**src/rtl/psum_ofifo.sv**
```systemverilog
// psum_ofifo: per-column partial-sum queues that release one aligned row once every column holds data
module psum_ofifo #(
  parameter int col = 8,
  parameter int psum_bw = 16,
  parameter int depth = 16
) (
  input  logic                   clk,
  input  logic                   reset,
  input  logic [col-1:0]         wr,
  input  logic [psum_bw*col-1:0] in,
  input  logic                   rd,
  output logic [psum_bw*col-1:0] out,
  output logic                   o_valid,
  output logic                   o_full,
  output logic                   o_ready,
  output logic [col-1:0]         o_overflow
);
  localparam int aw = $clog2(depth);
  localparam logic [aw:0] full_c = (aw+1)'(depth);
  logic [col-1:0] nz, fl;
  logic pop;
  assign pop = rd & o_valid;
  assign o_valid = &nz;
  assign o_full = |fl;
  assign o_ready = ~o_full;
  genvar i;
  for (i = 0; i < col; i++) begin : g_col
    logic [psum_bw-1:0] mem [depth];
    logic [psum_bw-1:0] q;
    logic [aw-1:0] wp, rp;
    logic [aw:0] cnt;
    logic ov, push;
    // a full column still accepts when the row pop frees a slot in the same cycle
    assign push = wr[i] & ((cnt != full_c) | pop);
    assign nz[i] = cnt != '0;
    assign fl[i] = cnt == full_c;
    assign out[psum_bw*i +: psum_bw] = q;
    assign o_overflow[i] = ov;
    always_ff @(posedge clk)
      if (push) mem[wp] <= in[psum_bw*i +: psum_bw];
    always_ff @(posedge clk or posedge reset)
      if (reset) begin
        wp <= '0;
        rp <= '0;
        cnt <= '0;
        q <= '0;
        ov <= 1'b0;
      end else begin
        if (push) wp <= wp + aw'(1);
        if (pop) begin
          rp <= rp + aw'(1);
          q <= mem[rp];
        end
        if (push != pop) cnt <= push ? cnt + (aw+1)'(1) : cnt - (aw+1)'(1);
        if (wr[i] & ~push) ov <= 1'b1;
      end
  end
endmodule

```
**config.mk**
```make
export PLATFORM = sky130hd
export DESIGN_NAME = psum_ofifo
export DESIGN_NICKNAME = d
export VERILOG_FILES = /design/src/rtl/psum_ofifo.sv
export SDC_FILE = /design/constraint.sdc
export NUM_CORES = 2
export LEC_CHECK = 0
export BUFFER_PORTS_ARGS = -buffer_cell sky130_fd_sc_hd__buf_2
export CELL_PAD_IN_SITES_DETAIL_PLACEMENT = 2
export CELL_PAD_IN_SITES_GLOBAL_PLACEMENT = 2
export CORE_ASPECT_RATIO = 1.75
export CORE_MARGIN = 8
export CORE_UTILIZATION = 49
export DETAILED_ROUTE_END_ITERATION = 10
export GPL_TIMING_DRIVEN = 0
export PLACE_DENSITY_LB_ADDON = 0.08
export SETUP_SLACK_MARGIN = 0.02
export SYNTH_ARGS = -nofsm -noshare
export SYNTH_HDL_FRONTEND = slang
export SYNTH_SLANG_ARGS = --single-unit
```
**constraint.sdc**
```tcl
create_clock -name clk -period 8.9 [get_ports clk]
set_input_delay 0.445 -clock clk [delete_from_list [all_inputs] [get_ports clk]]
set_output_delay 0.445 -clock clk [all_outputs]
set_load 0.02 [all_outputs]
```
==> flow_metrics.env <==
export IMPL_min_period_ps=4000
export IMPL_synth_distinct_cells=64
export IMPL_grt_usage=0.268
export IMPL_setup_viol=0
export IMPL_grt_max_degree=63
export IMPL_critical_path_class="reg2reg"
export IMPL_p_per_area_nw_per_um2=339
export IMPL_period_share=0.449
export IMPL_ys_warn_count=0
export IMPL_min_path_cells=1
export IMPL_tritoncts="built"
export IMPL_layout_nets=5231
export IMPL_maxCapViolations=0
export IMPL_cp_start_kind="flop"
export IMPL_min_to="g_col[6].mem[10][13]"
export IMPL_grt_pass1_vias=51800
export IMPL_synth_area_leader_cell="edfxtp_1"
export IMPL_path_cells="nor4_2 -> and2b_1 -> a2111oi_4 -> and3_1 -> buf_4 -> buf_6 -> o21ai_2 -> ha_1 -> nor2b_1 -> o21ai_0 -> nand2b_1 -> or3b_2 -> or3_1 -> and3_1"
export IMPL_status="finished clean"
export IMPL_die_area_um2=196000
export IMPL_syn_nets=4495
export IMPL_p_leak_nw=35.3
export IMPL_cp_arrival_ps=4730
export IMPL_cts_root_buf="clkbuf_16"
export IMPL_synth_enable_flop_cells=2048
export IMPL_rows=207
export IMPL_syn_area_per_cell_um2=20.8
export IMPL_slowest_delay_ps=490
export IMPL_critical_path_top_delay_family="simple AND/OR/NAND/NOR gates"
export IMPL_fmax_ghz=0.250
export IMPL_skew_ps=42.9
export IMPL_clk_latency_ps=850
export IMPL_cp_common_cell="and3_1"
export IMPL_setup_tns_final_ps=0
export IMPL_post_route_util=0.574
export IMPL_drtIter0Drc=3348
export IMPL_synth_top_flop_cell="edfxtp_1"
export IMPL_worstSetupStartpoint="g_col[2].cnt[0]"
export IMPL_finalPower_mw=35.3
export IMPL_io_buffers=277
export IMPL_vias=45700
export IMPL_viasPerCell=6.01
export IMPL_fp_dieH_um=580
export IMPL_syn_inst=4281
export IMPL_synth_area_top_cells="edfxtp_1 69%, mux4_2 15%, dfrtp_1 6.7%"
export IMPL_dp_hpwl_um=182000
export IMPL_crit_path_end_kind="flop"
export IMPL_path_max_fanout=10
export IMPL_h_tree_depth=4
export IMPL_grt_overflow=0
export IMPL_drive_gt1_frac=0.296
export IMPL_final_cells=7604
export IMPL_busiest_layer="met2"
export IMPL_wl_um=266000
export IMPL_area_growth_pct=16.7
export IMPL_route_detailed_drc=0
export IMPL_dpl_cell_count=7080
export IMPL_seq_area_frac_synth=0.758
export IMPL_min_delay_start="in[109]"
export IMPL_final_common_cell="edfxtp_1"
export IMPL_hold_violations=0
export IMPL_min_path_type="in2reg"
export IMPL_synth_top_area_share=0.691
export IMPL_ff2ff_setup_slack_ps=4900
export IMPL_clock_sinks=2288
export IMPL_drtAntennaViolNets=0
export IMPL_die_x_um=338
export IMPL_ys_ff_latch=2288
export IMPL_nFillCells=14800
export IMPL_slew_viol_final=0
export IMPL_async_flop_share=0.105
export IMPL_grtUsageMet2=0.516
export IMPL_grt_pass1_wl_um=382000
export IMPL_r2r_end="g_col[7].cnt[4]"
export IMPL_ir_worst_vdd_mv=0.215
export IMPL_layout_common_cells="2,048 x edfxtp_1, 576 x mux4_2, 433 x nand2_1"
export IMPL_rr_worst_depth=14
export IMPL_io_pin_count=278
export IMPL_required_ps=9630
export IMPL_routedWlPerCell_um=34.9
export IMPL_use_met1=0.306
export IMPL_critPathSlowestCell="nor4_2"
export IMPL_worstMarginPinSlew_ps=1380
export IMPL_rsz0062_at_grt="false"
export IMPL_initial_core_util=0.492
export IMPL_relSlewSlack=0.0770
export IMPL_core_area_um2=181000
export IMPL_r2r_start="g_col[2].cnt[0]"
export IMPL_globalRouteMet3Util=0.0391
export IMPL_clock_path_buffers=4
export IMPL_path_clk_slew_ps=70
export IMPL_cts_buffers=210
export IMPL_critPathBufInv=2
export IMPL_drtPass1Iterations=7
export IMPL_antenna_found_initial=33
export IMPL_gp_congestion=0.756
export IMPL_syn_cell_area_um2=89100
-- stage by stage --
| step | worst slack, ps | cell area (um2) | hold WS, ps |
|---|---|---|---|
| floorplan | 1870 | 89100 | 429 |
| global placement | -3950 | 93500 | 444 |
| detailed placement | 4880 | 95600 | 450 |
| CTS | 4870 | 104000 | 3.80 |
| global route | 4590 | 104000 | 28.0 |
| finish | 4900 | 104000 | 45.8 |
-- final cells by class --
type,instances,area (um2),share of cell area
flip-flops and latches,2288,67500,0.649
multi-input cells,1720,20600,0.198
clock buffers,282,5850,0.0563
repair buffers,524,4530,0.0436
well taps,2403,3010,0.0289
clock inverters,100,1170,0.0112
plain buffers,229,1060,0.0102
inverters,44,173,0.00166
diodes,14,35.0,0.000337
-- cell usage after synthesis (21+ instances only) --
| master | n |
|---|---|
| edfxtp_1 | 2048 |
| inv_1 | 43 |
| nor2_1 | 70 |
| o221ai_1 | 66 |
| ha_1 | 67 |
| and3_1 | 21 |
| nand2_1 | 433 |
| mux2i_1 | 72 |
| mux4_2 | 576 |
| xnor2_1 | 60 |
| nor3_1 | 30 |
| buf_1 | 36 |
| clkbuf_1 | 92 |
| and2_1 | 25 |
| buf_2 | 75 |
| dfrtp_1 | 240 |
| o21ai_0 | 65 |
-- logic make-up after synthesis --
| kind of cell | share of synthesized area |
|---|---|
| flip-flops | 0.758 |
| XOR/XNOR | 0.00708 |
| buffers and inverters | 0.0137 |
| AND/OR/NAND/NOR | 0.0334 |
| multiplexers | 0.157 |
| AO/OA/AOI/OAI | 0.0200 |
| adder cells (fa/ha/maj) | 0.0112 |
-- how the worst max path moves through the flow --
stage	endpoint	slack, ps	cells after the start
finish	g_col[7].cnt[4]	4900	14
global route	g_col[7].cnt[4]	4590	14
CTS	g_col[7].cnt[4]	4870	14
detailed placement	g_col[7].cnt[4]	4880	14
global placement	g_col[1].q[11]	-3950	2
floorplan	g_col[0].cnt[0]	1870	1
-- worst reg2reg max path, delay by kind of cell, from the launching register on --
kind | cells | cell delay, ps
adder cells (fa/ha/maj) | 1 | 350
buffers and inverters | 2 | 350
AND/OR/NAND/NOR | 8 | 2160
flip-flops | 1 | 450
AO/OA/AOI/OAI | 3 | 590
-- flip-flops by register name, summed over array words and instances, names as in the netlist --
register / cells
g_col.mem: 2048
g_col.q: 128
g_col.cnt: 40
g_col.rp: 32
g_col.wp: 32
g_col.ov: 8
-- power by group --
| part | leakage (nW) | switching, mW | total (mW) | internal (mW) |
|---|---|---|---|---|
| combinational | 10.4 | 7.19 | 11.9 | 4.71 |
| sequential | 21.4 | 0.723 | 14.0 | 13.3 |
| clock | 3.43 | 4.03 | 9.37 | 5.34 |
| total | 35.3 | 11.9 | 35.3 | 23.3 |
-- routing by layer --
layer	wire length [um]	up-vias
met3	12500	453
li1	-	18900
met5	163	-
met1	95000	24900
met2	150000	1381
met4	8130	26
-- timing repair --
| item | in CTS | in global routing |
|---|---|---|
| endpoints found under the hold margin | 2045 | 0 |
| gates resized for setup | 0 | 0 |
| buffers inserted | 0 | 0 |
| hold buffers | 128 | 0 |
| endpoints found under the setup margin | 0 | 0 |
Power figures use the tool's default switching activity.
